$ cat config.mk
export PLATFORM = sky130hd
export DESIGN_NAME = wbu_multi
export DESIGN_NICKNAME = d
export VERILOG_FILES = /design/src/rtl/wbu_multi.sv
export SDC_FILE = /design/constraint.sdc
export NUM_CORES = 1
export LEC_CHECK = 0
export CORE_ASPECT_RATIO = 0.7
export CORE_UTILIZATION = 35
export CTS_BUF_LIST = sky130_fd_sc_hd__clkbuf_16
export DETAILED_ROUTE_END_ITERATION = 10
export MAX_ROUTING_LAYER = met4
export PLACE_DENSITY = 0.75
export RECOVER_POWER = 100
export SETUP_SLACK_MARGIN = 0.02
export SYNTH_ARGS = -nofsm -noshare
export SYNTH_HDL_FRONTEND = slang
export SYNTH_SLANG_ARGS = --single-unit
$ cat constraint.sdc
create_clock -name clk -period 2.13 [get_ports clk]
set_clock_uncertainty 0.05 [all_clocks]
set_input_delay 0.3195 -clock clk [delete_from_list [all_inputs] [get_ports clk]]
set_output_delay 0.3195 -clock clk [all_outputs]
set_load 0.01 [all_outputs]
$ cat src/rtl/wbu_multi.sv
// Multi-lane write-back stage: formats load data, drops r0 and overwritten writes,
// registers per-lane register-file writes and counts retired lanes.
module wbu_multi #(
  parameter int unsigned LANES = 2,
  parameter int unsigned CNT_W = 32
) (
  input  logic                  clk,
  input  logic                  resetn,
  input  logic                  stall,
  input  logic                  flush,
  input  logic                  in_valid,
  output logic                  in_ready,
  input  logic [LANES-1:0]      mem_lane_valid,
  input  logic [32*LANES-1:0]   mem_alu_res,
  input  logic [32*LANES-1:0]   mem_r_data,
  input  logic [LANES-1:0]      mem_wb_sel,
  input  logic [3*LANES-1:0]    mem_ld_type,
  input  logic [2*LANES-1:0]    mem_addr_lo,
  input  logic [LANES-1:0]      mem_w_reg_ena,
  input  logic [5*LANES-1:0]    mem_w_reg_dst,
  output logic [LANES-1:0]      wb_w_reg_ena,
  output logic [5*LANES-1:0]    wb_w_reg_addr,
  output logic [32*LANES-1:0]   wb_w_reg_data,
  output logic [CNT_W-1:0]      retire_cnt
);

  logic [LANES-1:0]    w_req;
  logic [LANES-1:0]    w_ena;
  logic [32*LANES-1:0] w_data;
  logic [CNT_W-1:0]    w_pop;
  logic                w_accept;

  logic [LANES-1:0]    r_ena;
  logic [5*LANES-1:0]  r_addr;
  logic [32*LANES-1:0] r_data;
  logic [CNT_W-1:0]    r_cnt;

  function automatic logic [31:0] f_load(input logic [31:0] rd, input logic [2:0] ty,
                                         input logic [1:0] lo);
    logic [31:0] v_b;
    logic [31:0] v_h;
    v_b = rd >> {lo, 3'b000};
    v_h = rd >> {lo[1], 4'b0000};
    unique case (ty)
      3'd1:    return {{24{v_b[7]}}, v_b[7:0]};
      3'd2:    return {24'h0, v_b[7:0]};
      3'd3:    return {{16{v_h[15]}}, v_h[15:0]};
      3'd4:    return {16'h0, v_h[15:0]};
      default: return rd;
    endcase
  endfunction

  assign in_ready = ~stall;
  assign w_accept = in_valid & ~stall & ~flush;

  always_comb begin
    w_req  = '0;
    w_data = '0;
    w_pop  = '0;
    for (int unsigned i = 0; i < LANES; i++) begin
      w_req[i] = mem_lane_valid[i] & mem_w_reg_ena[i] & (mem_w_reg_dst[5*i +: 5] != 5'd0);
      w_data[32*i +: 32] = mem_wb_sel[i]
                         ? f_load(mem_r_data[32*i +: 32], mem_ld_type[3*i +: 3],
                                  mem_addr_lo[2*i +: 2])
                         : mem_alu_res[32*i +: 32];
      w_pop = w_pop + CNT_W'(mem_lane_valid[i]);
    end
  end

  // A later lane writing the same register makes the earlier write dead.
  always_comb begin
    w_ena = w_req;
    for (int unsigned i = 0; i < LANES; i++) begin
      for (int unsigned j = i + 1; j < LANES; j++) begin
        if (w_req[j] && (mem_w_reg_dst[5*j +: 5] == mem_w_reg_dst[5*i +: 5])) begin
          w_ena[i] = 1'b0;
        end
      end
    end
  end

  always_ff @(posedge clk or negedge resetn) begin
    if (!resetn) begin
      r_ena  <= '0;
      r_addr <= '0;
      r_data <= '0;
      r_cnt  <= '0;
    end else if (!stall) begin
      if (w_accept) begin
        r_ena  <= w_ena;
        r_addr <= mem_w_reg_dst;
        r_data <= w_data;
        r_cnt  <= r_cnt + w_pop;
      end else begin
        r_ena  <= '0;
      end
    end
  end

  assign wb_w_reg_ena  = r_ena;
  assign wb_w_reg_addr = r_addr;
  assign wb_w_reg_data = r_data;
  assign retire_cnt    = r_cnt;

endmodule
==> flow_summary.ini, run 1 <==
[grt]
grt_overflow = 0
grt_max_degree = 69
antenna_found_initial = 0
grt_pass1_vias = 6547
grt_pass1_wl_um = 35250
groute.usage.overall = 0.2524

[synthesis]
synth_most_common_cell = dfrtp_1
synthTopCellsByArea = dfrtp_1, nand2_1, or3_1, a21oi_1, o21ai_0
synthesis.area_mm2 = 0.006347
syn_area_per_cell_um2 = 8.755
yosysTopAreaCellShare = 0.4258
synth-edff-count = 0
ys_types = 55
syn-num-nets = 886
async_flop_share = 1.000
yosys.area.top_type = dfrtp_1
ys_ff_latch = 108
ys_seq_area_frac = 0.4258
syn-instance-count = 725
ys.flop_type = dfrtp_1
ys_warn_count = 0
synth_commonest_cells = dfrtp_1, nand2_1, a21oi_1

[pwr]
p_int_uw = 4308
p_leak_uw = 0.004246
p_per_area_mw_per_mm2 = 619.7
vdd_drop_max_v = 0.0003788
sw_frac_of_total = 0.3200
p_clk_frac = 0.272
pwr-share-comb = 0.325
seq_power_share = 0.403
p_switching_uw = 2027

[cells_and_area]
drive_gt1_frac = 0.1415
syn_to_final_growth_pct = 61.05
multi_input_area_mm2 = 0.003455
final_nets = 1209
num_antenna_cells = 0
seqCellArea_mm2 = 0.002703
final_cell_area_mm2 = 0.01022
fillCellCount = 1572

[floorplanning]
core-area_mm2 = 0.01747
initial_core_util = 0.3634
die_width_um = 163.0
fp-row-count = 40
dieArea_mm2 = 0.01869
ios = 268
die_h_um = 114.7

[route]
drc = 0
first_iter_violations = 519
ant_nets = 0
vias_per_cell = 5.395
firstDrtPassIters = 5
vias = 6927
routed_wirelength_um = 23340
wl_per_cell_um = 18.18

[critical_path]
cp-start-kind = primary input
critPathRequiredTime_ns = 2.36
cp_max_fo = 10
crit_type = primary input to flop
arrival_ns = 2.31
crit_path_end_kind = flop

[job]
maxCapViolCount = 0

[timing]
drv_slew = 0
period_minus_slack_ns = 2.085
rsz0062_at_grt = yes
hold_ws_ns = 0.2694
fmax_ghz = 0.4797
period_share = 0.9788
timing.final.ws_setup_ns = 0.04523
slew_headroom = 0.2358
worst_pin_slew_ns = 1.146
final_hold_viol_count = 0
finalSetupViolCount = 0

[clock_network]
htree_levels = 3
cts_buffers = 9
cts_tree = built
cts_buffer_depth = 2
cts-root-buf = clkbuf_16
clk_pin_slew_ns = 0.08
numClockSinks = 108
clk_latency_ns = 0.35

[placed_design]
dp_hpwl_um = 17900
io_buffers = 267
gp_congestion = 0.9289
dpl_worst_slack_ns = -0.4727
postPlaceCellArea_mm2 = 0.009868

[outcome]
outcome = complete, no violations

[min_path]
hp-class = primary input to flop
==> flip-flops by register name (all words and copies together) (netlist names) <==
register,count
wb_w_reg_ena,2
wb_w_reg_addr,10
retire_cnt,32
wb_w_reg_data,64
==> area by class of cell <==
class / instances / share of cell area
Clock buffer: 9 / 0.02203
Clock inverter: 7 / 0.007834
Inverter: 16 / 0.005875
Multi-Input combinational cell: 551 / 0.3379
Sequential cell: 108 / 0.2644
Tap cell: 231 / 0.02827
Timing Repair Buffer: 362 / 0.3337
==> layout by cell type (no fill, tap or decap), drive strengths merged, types with 3 or more instances in the layout <==
cell type / instances
clkdlybuf4s50: 154
dlygate4sd3: 111
dfrtp: 108
nand2: 97
buf: 82
a21oi: 64
o21ai: 59
or3: 52
nor2: 27
a221oi: 25
xor2: 22
clkbuf: 22
nand2b: 21
nand3: 21
mux2: 21
nor2b: 19
inv: 19
xnor2: 17
nor3: 17
o22ai: 15
a31oi: 10
nand4: 8
and4: 4
nor4: 4
nor3b: 4
and2: 3
mux4: 3
mux2i: 3
o221ai: 3
or4: 3
or3b: 3
clkinv: 3
==> power groups by stage <==
| stage | registers, uW | logic (uW) | clock network [uW] |
|---|---|---|---|
| 2_1_floorplan | 2710 | 621 | 0 |
| 3_3_place_gp | 2590 | 2120 | 0 |
| 3_5_place_dp | 2590 | 2150 | 0 |
| 4_1_cts | 2560 | 2160 | 1770 |
| 5_1_grt | 2590 | 2210 | 1850 |
| 6_report | 2550 | 2060 | 1720 |
==> worst paths after layout <==
check | startpoint | endpoint | slack [ns] | depth (start not counted)
hold / removal | mem_lane_valid[0] | wb_w_reg_ena[0] | 0.27 | 3
hold reg to reg | wb_w_reg_addr[6] | wb_w_reg_addr[6] | 0.42 | 2
min in group asynchronous | resetn | retire_cnt[19] | 0.75 | 3
max in group asynchronous | resetn | wb_w_reg_data[28] | 0.50 | 3
setup / recovery | stall | retire_cnt[17] | 0.05 | 6
setup reg to reg | retire_cnt[0] | retire_cnt[30] | 0.07 | 8
==> worst max-delay path, stage by stage <==
cell             delay, ns
clkdlybuf4s50_1       0.45
or3b_4                0.43
or4_4                 0.51
buf_4                 0.21
nor3_1                0.23
xor2_1                0.16
==> metal layers <==
layer	vias up	track usage	share of wire
li1	3278	-	-
met3	19	0.06012	0.080
met2	301	0.3833	0.45
met1	3329	0.3462	0.46
met4	0	0.03925	0.0069
met5	-	-	0
==> through the flow <==
| step | TNS (ns) | instances | total power (uW) | utilization |
|---|---|---|---|---|
| after detailed placement | -21.36 | 1265 | 4736 | 0.5650 |
| after floorplan | 0 | 725 | 3335 | - |
| after CTS | 0 | 1282 | 6492 | 0.5838 |
| after global placement | -18.70 | 1265 | 4713 | 0.5650 |
| final | 0 | 1284 | 6334 | 0.5852 |
| after global routing | -0.06011 | 1284 | 6657 | 0.5852 |
==> cell families (layout without fill, tap and decap cells) <==
| family | count (synthesis) | in the layout | synth area share |
|---|---|---|---|
| XOR/XNOR | 39 | 39 | 0.05381 |
| multiplexers | 27 | 27 | 0.05263 |
| flip-flops | 108 | 108 | 0.4258 |
| buffers and inverters | 66 | 394 | 0.04041 |
| adder cells (fa/ha/maj) | 2 | 2 | 0.005125 |
| AND/OR/NAND/NOR | 290 | 290 | 0.2383 |
| AO/OA/AOI/OAI | 193 | 193 | 0.1839 |
==> what timing repair did <==
item / in CTS / in global routing
buffers inserted: 0 / 2
setup endpoints to repair: 21 / 11
pin swaps: 2 / 3
hold buffers: 1 / 0
resized for setup: 5 / 13
endpoints found under the hold margin: 64 / 0
Note: power is estimated with default switching activity, not from simulation.
==> run 2, diff against run 1 <==
--- a/config.mk
+++ b/config.mk
@@ -6,11 +6,11 @@
 export NUM_CORES = 1
 export LEC_CHECK = 0
 export CORE_ASPECT_RATIO = 0.7
-export CORE_UTILIZATION = 35
+export CORE_UTILIZATION = 43
 export CTS_BUF_LIST = sky130_fd_sc_hd__clkbuf_16
 export DETAILED_ROUTE_END_ITERATION = 10
 export MAX_ROUTING_LAYER = met4
-export PLACE_DENSITY = 0.75
+export PLACE_DENSITY = 0.88
 export RECOVER_POWER = 100
 export SETUP_SLACK_MARGIN = 0.02
 export SYNTH_ARGS = -nofsm -noshare
==> constraint.sdc (replaced) <==
create_clock -name clk -period 2 [get_ports clk]
set_clock_uncertainty 0.05 [all_clocks]
set_input_delay 0.3 -clock clk [delete_from_list [all_inputs] [get_ports clk]]
set_output_delay 0.3 -clock clk [all_outputs]
set_load 0.01 [all_outputs]
==> run 2 against run 1 <==
Global-route usage grew 6.7 points. Worst setup slack got worse by 0.016 ns. Non-clock buffer count up 6. Hold slack improved by 0.11 ns. Register-to-register slack worse by 0.04 ns. Routed wire length increased by 2.8%. Flip-flop and latch count is the same. Critical path type is now flop to flop. Largest cell class unchanged. Largest power group unchanged.
==> flow_summary.ini, run 2 (synthesis gave the netlist of run 1 again) <==
[critical_path]
rrSetupSlack_ns = 0.03
crit_path_end_kind = flop
worstReg2RegStart = retire_cnt[0]
critPathRequiredTime_ns = 2.18
cp-start-kind = flop
crit_type = flop to flop
arrival_ns = 2.15
timing.rr.end = retire_cnt[30]
cp_max_fo = 3
reg2reg_depth = 8

[min_path]
hp-class = primary input to flop
min_to = wb_w_reg_ena[0]
hold_start = mem_lane_valid[0]
holdPathStages = 3

[placed_design]
postPlaceCellArea_mm2 = 0.009828
gp_congestion = 0.9954
io_buffers = 267
dpl_worst_slack_ns = -0.6205
dp_hpwl_um = 17730

[route]
ant_nets = 0
drc = 0
firstDrtPassIters = 6
first_iter_violations = 610
vias = 7192
wl_per_cell_um = 19.21
vias_per_cell = 5.758
routed_wirelength_um = 23990

[cells_and_area]
fillCellCount = 1051
final_cell_mix = clkdlybuf4s50_1, dfrtp_1, nand2_1
num_antenna_cells = 0
final_cell_area_mm2 = 0.01037
final_nets = 1215
largest_reg_flops = 64
syn_to_final_growth_pct = 63.39
drive_gt1_frac = 0.1615
layout.cells.most_common = clkdlybuf4s50_1

[grt]
grt_pass1_wl_um = 37480
groute.usage.overall = 0.3192
grt_pass1_vias = 6913
grt_overflow = 0
gr-usage-met2 = 0.4933
use_met1 = 0.4324
grt_max_degree = 109
gr-max-usage-layer = met2
antenna_found_initial = 0
grtUsageMet3 = 0.05419

[timing]
tns_ns = 0
finalSetupViolCount = 0
fmax_ghz = 0.5075
timing.final.ws_setup_ns = 0.02965
period_minus_slack_ns = 1.970
period_share = 0.9852
final_hold_viol_count = 0
worst_pin_slew_ns = 1.031
slew_headroom = 0.3125
rsz0062_at_grt = yes
drv_slew = 0

[pwr]
vdd_drop_max_v = 0.0004117
p_per_area_mw_per_mm2 = 662.3
p_leak_uw = 0.004357

[clock_network]
cts_tree = built
htree_levels = 3
cts_buffers = 9
clk_latency_ns = 0.34
cts_buffer_depth = 2
numClockSinks = 108
cts-root-buf = clkbuf_16
clk_pin_slew_ns = 0.08

[floorplanning]
dieArea_mm2 = 0.01526
core-area_mm2 = 0.01414
initial_core_util = 0.4488
die_h_um = 103.7
fp-row-count = 36
ios = 268
die_width_um = 147.2

[outcome]
outcome = complete, no violations

[job]
maxCapViolCount = 0
run 2: power breakdown:
group | switching, uW | internal [uW] | total, uW
clock | 885 | 996 | 1880
combinational | 1040 | 1230 | 2280
sequential | 197 | 2510 | 2710
total | 2130 | 4740 | 6870
run 2: worst max-delay path by stage:
stage,cells past startpoint,slack (ns),to,from
2_1_floorplan,8,-0.03,retire_cnt[30],retire_cnt[0]
3_3_place_gp,9,-0.55,retire_cnt[30],mem_lane_valid[0]
3_5_place_dp,9,-0.62,retire_cnt[30],mem_lane_valid[0]
4_1_cts,8,-0.05,retire_cnt[30],retire_cnt[0]
5_1_grt,9,-0.09,retire_cnt[26],retire_cnt[0]
6_report,8,0.03,retire_cnt[30],retire_cnt[0]
run 2: layout make-up:
| class | count | area (um2) | share of cell area |
|---|---|---|---|
| tap | 190 | 237.7 | 0.02292 |
| sequential | 108 | 2703 | 0.2606 |
| clock buffer | 9 | 225.2 | 0.02172 |
| multi-input combinational | 551 | 3570 | 0.3442 |
| timing repair buffer | 368 | 3490 | 0.3365 |
| clock inverter | 7 | 86.33 | 0.008324 |
| inverter | 16 | 60.06 | 0.005791 |
run 2: routing by layer:
layer | share of wire | vias to the layer above
li1 | - | 3283
met4 | 0.023 | 0
met5 | 0 | -
met3 | 0.083 | 43
met1 | 0.42 | 3471
met2 | 0.47 | 395
run 2: timing repair:
action                                  CTS  global route
gates cloned                              0             1
hold buffers                              0             1
pin swaps                                11             7
hold endpoints to repair                  0             3
endpoints found under the setup margin   43            51
setup buffers                             4             2
resized for setup                        33            13
run 2: stage by stage:
| stage | total power (uW) | std cells | hold WS [ns] | util |
|---|---|---|---|---|
| after global placement | 4998 | 1225 | 0.3796 | 0.6949 |
| after detailed placement | 5053 | 1225 | 0.3834 | 0.6949 |
| after CTS | 6988 | 1245 | 0.009113 | 0.7281 |
| final | 6869 | 1249 | 0.3826 | 0.7333 |
| after floorplan | 3553 | 725 | -0.04559 | - |
| after global routing | 7197 | 1249 | 0.3872 | 0.7333 |
run 2: critical path, stage by stage (launching register included):
cell	delay [ns]
dfrtp_1	0.37
inv_2	0.04
fa_2	0.37
inv_2	0.08
ha_4	0.14
and4_1	0.20
nand4_1	0.11
or3_1	0.35
xnor2_1	0.14
